`config.mk`:
```
export PLATFORM = sky130hd
export DESIGN_NAME = bus_rr_arbiter_flat
export DESIGN_NICKNAME = d
export VERILOG_FILES = /design/src/rtl/bus_rr_arbiter_pkg.sv /design/src/rtl/bus_rr_arbiter_if.sv /design/src/rtl/bus_rr_arbiter_rr_pick4.sv /design/src/rtl/bus_rr_arbiter.sv /design/src/flat_wrapper.sv
export SDC_FILE = /design/constraint.sdc
export NUM_CORES = 1
export LEC_CHECK = 0
export BUFFER_PORTS_ARGS = -buffer_cell sky130_fd_sc_hd__buf_2
export CORE_ASPECT_RATIO = 0.75
export CORE_MARGIN = 4
export CORE_UTILIZATION = 40
export DETAILED_ROUTE_END_ITERATION = 10
export PLACE_DENSITY = 0.57
export SYNTH_ARGS = -nofsm -noshare
export SYNTH_HDL_FRONTEND = slang
export SYNTH_HIERARCHICAL = 1
export SYNTH_SLANG_ARGS = --single-unit
export TNS_END_PERCENT = 50
```
`constraint.sdc`:
```
create_clock -name clk -period 3.89 [get_ports clk]
set_input_delay 0.1945 -clock clk [delete_from_list [all_inputs] [get_ports clk]]
set_output_delay 0.1945 -clock clk [all_outputs]
set_load 0.01 [all_outputs]
```
`src/rtl/bus_rr_arbiter_pkg.sv`:
```
// ----------------------------------------------------------------------------
// bus_rr_arbiter_pkg
//   Shared constants and types for the four-master round-robin bus arbiter:
//   master count, grant-id width, FSM state encodings, the HOLD_MAX default
//   and a one-hot to index helper.
// ----------------------------------------------------------------------------
package bus_rr_arbiter_pkg;

  localparam int NUM_MASTERS  = 4;
  localparam int GRNT_ID_W    = 2;
  localparam int HOLD_CNT_W   = 8;
  localparam int HOLD_MAX_DEF = 16;

  typedef enum logic {
    ARB_IDLE  = 1'b0,
    ARB_OWNED = 1'b1
  } arb_state_e;

  // Index of the set bit of a one-hot vector (0 for an all-zero vector).
  function automatic logic [GRNT_ID_W-1:0] onehot_to_id(
    input logic [NUM_MASTERS-1:0] oh
  );
    logic [GRNT_ID_W-1:0] id;
    id = '0;
    for (int i = 0; i < NUM_MASTERS; i++) begin
      if (oh[i]) id = id | GRNT_ID_W'(i);
    end
    return id;
  endfunction

endpackage

```
`src/rtl/bus_rr_arbiter_if.sv`:
```
// ----------------------------------------------------------------------------
// bus_rr_arbiter_if
//   Request/grant bundle between the four bus masters and the arbiter.
//   modport master : the requesting side (drives req, observes grants)
//   modport slave  : the arbiter side (observes req, drives grants/status)
//   Signals: m0_req..m3_req, m0_grnt..m3_grnt, grnt_id, grnt_vld,
//   arb_preempt.
// ----------------------------------------------------------------------------
interface bus_rr_arbiter_if;
  import bus_rr_arbiter_pkg::*;

  logic                 m0_req;
  logic                 m1_req;
  logic                 m2_req;
  logic                 m3_req;
  logic                 m0_grnt;
  logic                 m1_grnt;
  logic                 m2_grnt;
  logic                 m3_grnt;
  logic [GRNT_ID_W-1:0] grnt_id;
  logic                 grnt_vld;
  logic                 arb_preempt;

  modport master (
    output m0_req, m1_req, m2_req, m3_req,
    input  m0_grnt, m1_grnt, m2_grnt, m3_grnt, grnt_id, grnt_vld, arb_preempt
  );

  modport slave (
    input  m0_req, m1_req, m2_req, m3_req,
    output m0_grnt, m1_grnt, m2_grnt, m3_grnt, grnt_id, grnt_vld, arb_preempt
  );

endinterface

```
`src/rtl/bus_rr_arbiter_rr_pick4.sv`:
```
// ----------------------------------------------------------------------------
// rr_pick4
//   Combinational round-robin picker for four requesters.
//   req   : request vector
//   start : pointer; search order is start+1, start+2, start+3, start (mod 4)
//   excl  : when set, the start position itself is never picked
//   pick  : one-hot winner (zero when nothing found)
//   found : a winner exists
// ----------------------------------------------------------------------------
module rr_pick4
  import bus_rr_arbiter_pkg::*;
(
  input  logic [NUM_MASTERS-1:0] req,
  input  logic [GRNT_ID_W-1:0]   start,
  input  logic                   excl,
  output logic [NUM_MASTERS-1:0] pick,
  output logic                   found
);

  always_comb begin
    pick  = '0;
    found = 1'b0;
    for (int k = 1; k <= NUM_MASTERS; k++) begin
      logic [GRNT_ID_W-1:0] idx;
      // 2-bit add wraps naturally; k == 4 lands back on start.
      idx = start + GRNT_ID_W'(k);
      if (!found && req[idx] && !(excl && (k == NUM_MASTERS))) begin
        pick[idx] = 1'b1;
        found     = 1'b1;
      end
    end
  end

endmodule

```
`src/rtl/bus_rr_arbiter.sv`:
```
// ----------------------------------------------------------------------------
// bus_rr_arbiter
//   Fair round-robin arbiter for the four masters of the shared system bus.
//   Grants are registered and one-hot; ownership passes directly from owner
//   to owner on a single edge.
//
//   Parameters: HOLD_MAX  max saturated hold count before a forced handoff
//                         (hold-limit build only), legal 2..255
//   Ports:      clk       system clock, rising edge
//               rest      asynchronous active-low reset
//               bus       bus_rr_arbiter_if.slave: m*_req in; m*_grnt,
//                         grnt_id, grnt_vld, arb_preempt out
//
//   Build option: define BUS_ARB_HOLD_LIMIT_EN to enable the hold-limit
//   counter and the arb_preempt pulse. Without it arb_preempt is tied low
//   and ownership ends only when the owner drops its request.
// ----------------------------------------------------------------------------
module bus_rr_arbiter
  import bus_rr_arbiter_pkg::*;
#(
  parameter int HOLD_MAX = HOLD_MAX_DEF
) (
  input  logic             clk,
  input  logic             rest,
  bus_rr_arbiter_if.slave  bus
);

  if ((HOLD_MAX < 2) || (HOLD_MAX > 255)) begin : g_bad_hold_max
    $error("bus_rr_arbiter: HOLD_MAX must be in 2..255");
  end

  arb_state_e               state;
  logic [GRNT_ID_W-1:0]     last;
  logic [NUM_MASTERS-1:0]   grnt_p0;
  logic [GRNT_ID_W-1:0]     grnt_id_p0;
  logic                     vld_p0;

  logic [NUM_MASTERS-1:0]   req;
  logic [NUM_MASTERS-1:0]   pick;
  logic                     found;
  logic [GRNT_ID_W-1:0]     pick_id;
  logic                     owner_req;

  assign req       = {bus.m3_req, bus.m2_req, bus.m1_req, bus.m0_req};
  assign pick_id   = onehot_to_id(pick);
  // While OWNED, last is the current owner.
  assign owner_req = req[last];

  // In IDLE every master is eligible; while OWNED the owner is excluded, so
  // the same pick serves release handoffs and forced handoffs.
  rr_pick4 u_pick (
    .req   (req),
    .start (last),
    .excl  (state == ARB_OWNED),
    .pick  (pick),
    .found (found)
  );

`ifdef BUS_ARB_HOLD_LIMIT_EN
  localparam logic [HOLD_CNT_W-1:0] HOLD_LIM = HOLD_CNT_W'(HOLD_MAX);

  logic [HOLD_CNT_W-1:0] hold_cnt;
  logic                  preempt_p0;
`endif

  // ---- registered grant stage (outputs come straight from these flops) ----
  always_ff @(posedge clk or negedge rest) begin
    if (!rest) begin
      state      <= ARB_IDLE;
      last       <= GRNT_ID_W'(NUM_MASTERS - 1);
      grnt_p0    <= '0;
      grnt_id_p0 <= '0;
      vld_p0     <= 1'b0;
`ifdef BUS_ARB_HOLD_LIMIT_EN
      hold_cnt   <= '0;
      preempt_p0 <= 1'b0;
`endif
    end else begin
`ifdef BUS_ARB_HOLD_LIMIT_EN
      preempt_p0 <= 1'b0;
`endif
      case (state)
        ARB_IDLE: begin
          if (found) begin
            state      <= ARB_OWNED;
            last       <= pick_id;
            grnt_p0    <= pick;
            grnt_id_p0 <= pick_id;
            vld_p0     <= 1'b1;
`ifdef BUS_ARB_HOLD_LIMIT_EN
            hold_cnt   <= '0;
`endif
          end
        end
        ARB_OWNED: begin
          if (!owner_req) begin
            if (found) begin
              last       <= pick_id;
              grnt_p0    <= pick;
              grnt_id_p0 <= pick_id;
            end else begin
              state      <= ARB_IDLE;
              grnt_p0    <= '0;
              grnt_id_p0 <= '0;
              vld_p0     <= 1'b0;
            end
`ifdef BUS_ARB_HOLD_LIMIT_EN
            hold_cnt <= '0;
`endif
          end
`ifdef BUS_ARB_HOLD_LIMIT_EN
          else if ((hold_cnt == HOLD_LIM) && found) begin
            // Saturated owner with a waiter: rotate ownership away.
            last       <= pick_id;
            grnt_p0    <= pick;
            grnt_id_p0 <= pick_id;
            hold_cnt   <= '0;
            preempt_p0 <= 1'b1;
          end else if (hold_cnt != HOLD_LIM) begin
            hold_cnt <= hold_cnt + 1'b1;
          end
`endif
        end
        default: begin
          state <= ARB_IDLE;
        end
      endcase
    end
  end

  assign bus.m0_grnt  = grnt_p0[0];
  assign bus.m1_grnt  = grnt_p0[1];
  assign bus.m2_grnt  = grnt_p0[2];
  assign bus.m3_grnt  = grnt_p0[3];
  assign bus.grnt_id  = grnt_id_p0;
  assign bus.grnt_vld = vld_p0;

`ifdef BUS_ARB_HOLD_LIMIT_EN
  assign bus.arb_preempt = preempt_p0;
`else
  assign bus.arb_preempt = 1'b0;
`endif

endmodule

```
`src/flat_wrapper.sv`:
```
// flat-port wrapper written by rule: the top's interface ports become plain ports
module bus_rr_arbiter_flat import bus_rr_arbiter_pkg::*;
#(
  parameter int HOLD_MAX = HOLD_MAX_DEF
)
  (clk, rest, bus_m0_req, bus_m1_req, bus_m2_req, bus_m3_req, bus_m0_grnt, bus_m1_grnt, bus_m2_grnt, bus_m3_grnt, bus_grnt_id, bus_grnt_vld, bus_arb_preempt);
  bus_rr_arbiter_if bus_i ();
  input  logic clk;
  input  logic rest;
  input wire logic [$bits(bus_i.m0_req)-1:0] bus_m0_req;
  input wire logic [$bits(bus_i.m1_req)-1:0] bus_m1_req;
  input wire logic [$bits(bus_i.m2_req)-1:0] bus_m2_req;
  input wire logic [$bits(bus_i.m3_req)-1:0] bus_m3_req;
  output wire logic [$bits(bus_i.m0_grnt)-1:0] bus_m0_grnt;
  output wire logic [$bits(bus_i.m1_grnt)-1:0] bus_m1_grnt;
  output wire logic [$bits(bus_i.m2_grnt)-1:0] bus_m2_grnt;
  output wire logic [$bits(bus_i.m3_grnt)-1:0] bus_m3_grnt;
  output wire logic [$bits(bus_i.grnt_id)-1:0] bus_grnt_id;
  output wire logic [$bits(bus_i.grnt_vld)-1:0] bus_grnt_vld;
  output wire logic [$bits(bus_i.arb_preempt)-1:0] bus_arb_preempt;
  assign bus_i.m0_req = bus_m0_req;
  assign bus_i.m1_req = bus_m1_req;
  assign bus_i.m2_req = bus_m2_req;
  assign bus_i.m3_req = bus_m3_req;
  assign bus_m0_grnt = bus_i.m0_grnt;
  assign bus_m1_grnt = bus_i.m1_grnt;
  assign bus_m2_grnt = bus_i.m2_grnt;
  assign bus_m3_grnt = bus_i.m3_grnt;
  assign bus_grnt_id = bus_i.grnt_id;
  assign bus_grnt_vld = bus_i.grnt_vld;
  assign bus_arb_preempt = bus_i.arb_preempt;
  bus_rr_arbiter #(.HOLD_MAX(HOLD_MAX)) u_core (.clk(clk), .rest(rest), .bus(bus_i));
endmodule
```
==> results by group <==
Die
  – CORE AREA: 2290 sq um
  – Die height: 50.3 um
  – Die W: 64.4 um
  – Ports: 14
  – Initial core utilization: 41.6%
  – Row count: 15
  – Die area: 3240 sq um

Detailed routing
  – Routed Antenna Nets: 0
  – Number of vias per cell: 5.49
  – Drt pass-1 iters: 4
  – DR vias: 779
  – WL final: 2.05 mm
  – DRC viols: 0
  – WL per Instance: 14.5 um
  – Initial DRC Count: 87

Timing
  – Hold Violations, Final: 0
  – Clk_skew: 0.00106 ns
  – Period utilisation layout: 82.4%
  – Final Slew Violations: 0
  – TNS Setup: 0 ns
  – RSZ-0062 raised after global routing: no
  – Setup violations, final: 0
  – Min Tclk post-route: 3.21 ns
  – F_max: 312 MHz

Synthesis
  – Yosys top cell by area: dfrtp_1
  – Post-Syn Area: 953 sq um
  – Post-synth top cells: 9 x ha_1, 8 x dfrtp_1, 8 x o22ai_1
  – Syn avg cell area: 10.0 sq um
  – Most common cell in the netlist: ha_1
  – Ys flop type: dfrtp_1
  – Top post-synthesis cells by area: dfrtp_1 21%, ha_1 12%, mux4_2 9.4%
  – Cell count after synthesis: 95
  – Sequential share of the synthesized area: 26.5%
  – Synth top area share: 21.0%
  – Post-synthesis net count: 110
  – Ys async rst share: 100%
  – Flops & latches, synth: 10
  – Post-synth EDFFs: 0
  – Syn. warnings: 6
  – Synth cell types: 29

Critical path
  – Delay-heaviest family, CP: flip-flops
  – CP Data Required Time: 4.05 ns
  – Worst stage delay on the critical path: 0.78 ns
  – CP Launch Type: flop
  – Setup crit end kind: flop
  – Stages on worst setup path: 10
  – CP dominant cell by count: inv_1
  – CP max FO: 20
  – Buf/Inv on CP: 3
  – Critical Path AT: 3.36 ns
  – Setup CP Type: flop to flop
  – Crit path max-delay cell type: dfstp_2
  – R2R cell count: 10
  – Ordered list of cells on the worst path: inv_1, ha_1, mux4_2, or2_4, nor2_1, nand2_1, inv_1, ha_1, inv_1, a32o_1

CTS
  – Clock sinks: 10
  – Root buf cell: clkbuf_4
  – TritonCTS buffer count: 3
  – Gates resized, CTS repair: 0
  – Postcts setup bufs: 0
  – Worst-Skew Late Latency: 0.26 ns
  – Worst-path clk slew: 0.07 ns
  – Htree depth: 1
  – Clk buf depth: 2
  – CTS tree: built

Hold path
  – HP Class: primary input to asynchronous set/reset pin

Place
  – PortBufs: 12
  – Placed Cells incl. Taps: 137
  – DPL Wire Length: 1.56 mm
  – GP Congestion: 0.780

Layout
  – Area growth syn-to-layout: 12.7%
  – Inserted Diodes: 0
  – Nets@finish: 124
  – FILL cells: 228
  – Layout cells sized above 1: 28.7%
  – Cell Count, Final, Fillers Out: 142

Global routing
  – First-pass GRT wire length: 3.47 mm
  – Overflow left after global routing: 0
  – Initial antenna violation count: 0
  – Number of global-route vias before repair: 758
  – GRT Util Overall: 13.7%
  – Pin count of the biggest net entering global routing: 21

Run
  – Max_cap viols: 0

Pwr
  – Leakage Power: 0.487 nW
  – Pwr dens: 964 nW/um^2
  – Peak supply drop: 0.467 mV

Status
  – Outcome: finished clean
[layout by cell type (no fill, tap or decap)]
| cell | count |
|---|---|
| nand2b_1 | 4 |
| buf_2 | 12 |
| nor3_4 | 1 |
| o21ai_0 | 2 |
| or2_4 | 1 |
| clkbuf_4 | 3 |
| dlygate4sd3_1 | 1 |
| dfrtp_1 | 8 |
| a21oi_2 | 1 |
| conb_1 | 1 |
| mux4_2 | 4 |
| nand2_1 | 7 |
| o22ai_1 | 8 |
| a32o_1 | 5 |
| o2bb2ai_1 | 4 |
| or2_2 | 1 |
| inv_1 | 7 |
| mux2i_1 | 5 |
| a22oi_1 | 1 |
| a21o_1 | 1 |
| nor2_1 | 4 |
| mux2_2 | 4 |
| o21ai_2 | 1 |
| a211oi_1 | 4 |
| dfstp_2 | 2 |
| nor2b_1 | 5 |
| ha_1 | 9 |
| a22o_1 | 1 |
| clkbuf_8 | 1 |
[routing by layer]
metal / vias up / share of wire [%] / track usage [%]
met5: - / 0 / 0
met4: 0 / 0 / 2.11
met3: 0 / 5.2 / 4.70
met2: 22 / 44 / 20.4
met1: 373 / 50 / 19.7
li1: 384 / - / -
[metrics by stage]
stage               utilization (%)  setup slack (ns)  hold WS, ns  power [mW]  instance area (sq um)
floorplan                         -             0.887       -0.101       0.795                    953
global placement               44.9             0.801       0.0640       0.930                   1030
detailed placement             44.9             0.726       0.0664       0.937                   1030
CTS                            46.9             0.696        0.308        1.04                   1070
global route                   46.9             0.478        0.308        1.13                   1070
finish                         46.9             0.683        0.308        1.04                   1070
[power by group]
group | leakage (nW) | switching, mW | internal [mW]
clock | 0.0210 | 0.0375 | 0.0568
sequential | 0.119 | 0.0754 | 0.168
combinational | 0.347 | 0.364 | 0.334
total | 0.487 | 0.477 | 0.559
[repair_timing]
action,CTS,global route
endpoints found under the setup margin,0,0
hold endpoints to repair,8,0
hold buffers,1,0
[cell families after synthesis]
family	count (synthesis)	synth area share [%]
AOI/OAI and AO/OA	28	22.7
and+or+nand+nor	23	13.5
muxes	13	19.4
buffers and inverters	11	5.64
DFF	10	26.5
adders and majority gates	9	11.8
other	1	0.393
[registers in the layout, indices dropped and copies added (netlist names)]
name / flops
u_core/bus.grnt_vld: 1
u_core/state: 1
u_core/last: 2
u_core/grnt_p0: 4
u_core/bus.grnt_id: 2
[path summary, 6_finish.rpt]
| check | start | end | slack, ns |
|---|---|---|---|
| setup / recovery | u_core/last[0] | u_core/grnt_p0[0] | 0.68 |
| hold / removal | rest | u_core/grnt_p0[1] | 0.31 |
| setup reg to reg | u_core/last[0] | u_core/grnt_p0[0] | 0.68 |
| hold reg to reg | u_core/grnt_p0[3] | u_core/grnt_p0[3] | 0.49 |
| max in group asynchronous | rest | u_core/last[0] | 3.33 |
| min in group clk | u_core/grnt_p0[3] | u_core/grnt_p0[3] | 0.49 |
[worst register-to-register path, cell delays in order (launching register included)]
cell	delay, ns
dfstp_2	0.78
inv_1	0.20
ha_1	0.44
mux4_2	0.52
or2_4	0.26
nor2_1	0.09
nand2_1	0.06
inv_1	0.17
ha_1	0.23
inv_1	0.11
a32o_1	0.26
[final cells by class]
| type | instances | area, sq um | area share [%] |
|---|---|---|---|
| clock buffers | 4 | 36.3 | 3.38 |
| inverters | 7 | 26.3 | 2.44 |
| multi-input cells | 74 | 647 | 60.2 |
| flip-flops and latches | 10 | 253 | 23.5 |
| well taps | 34 | 42.5 | 3.96 |
| repair buffers | 13 | 70.1 | 6.52 |
No activity file was read; power rests on OpenSTA's default activity.
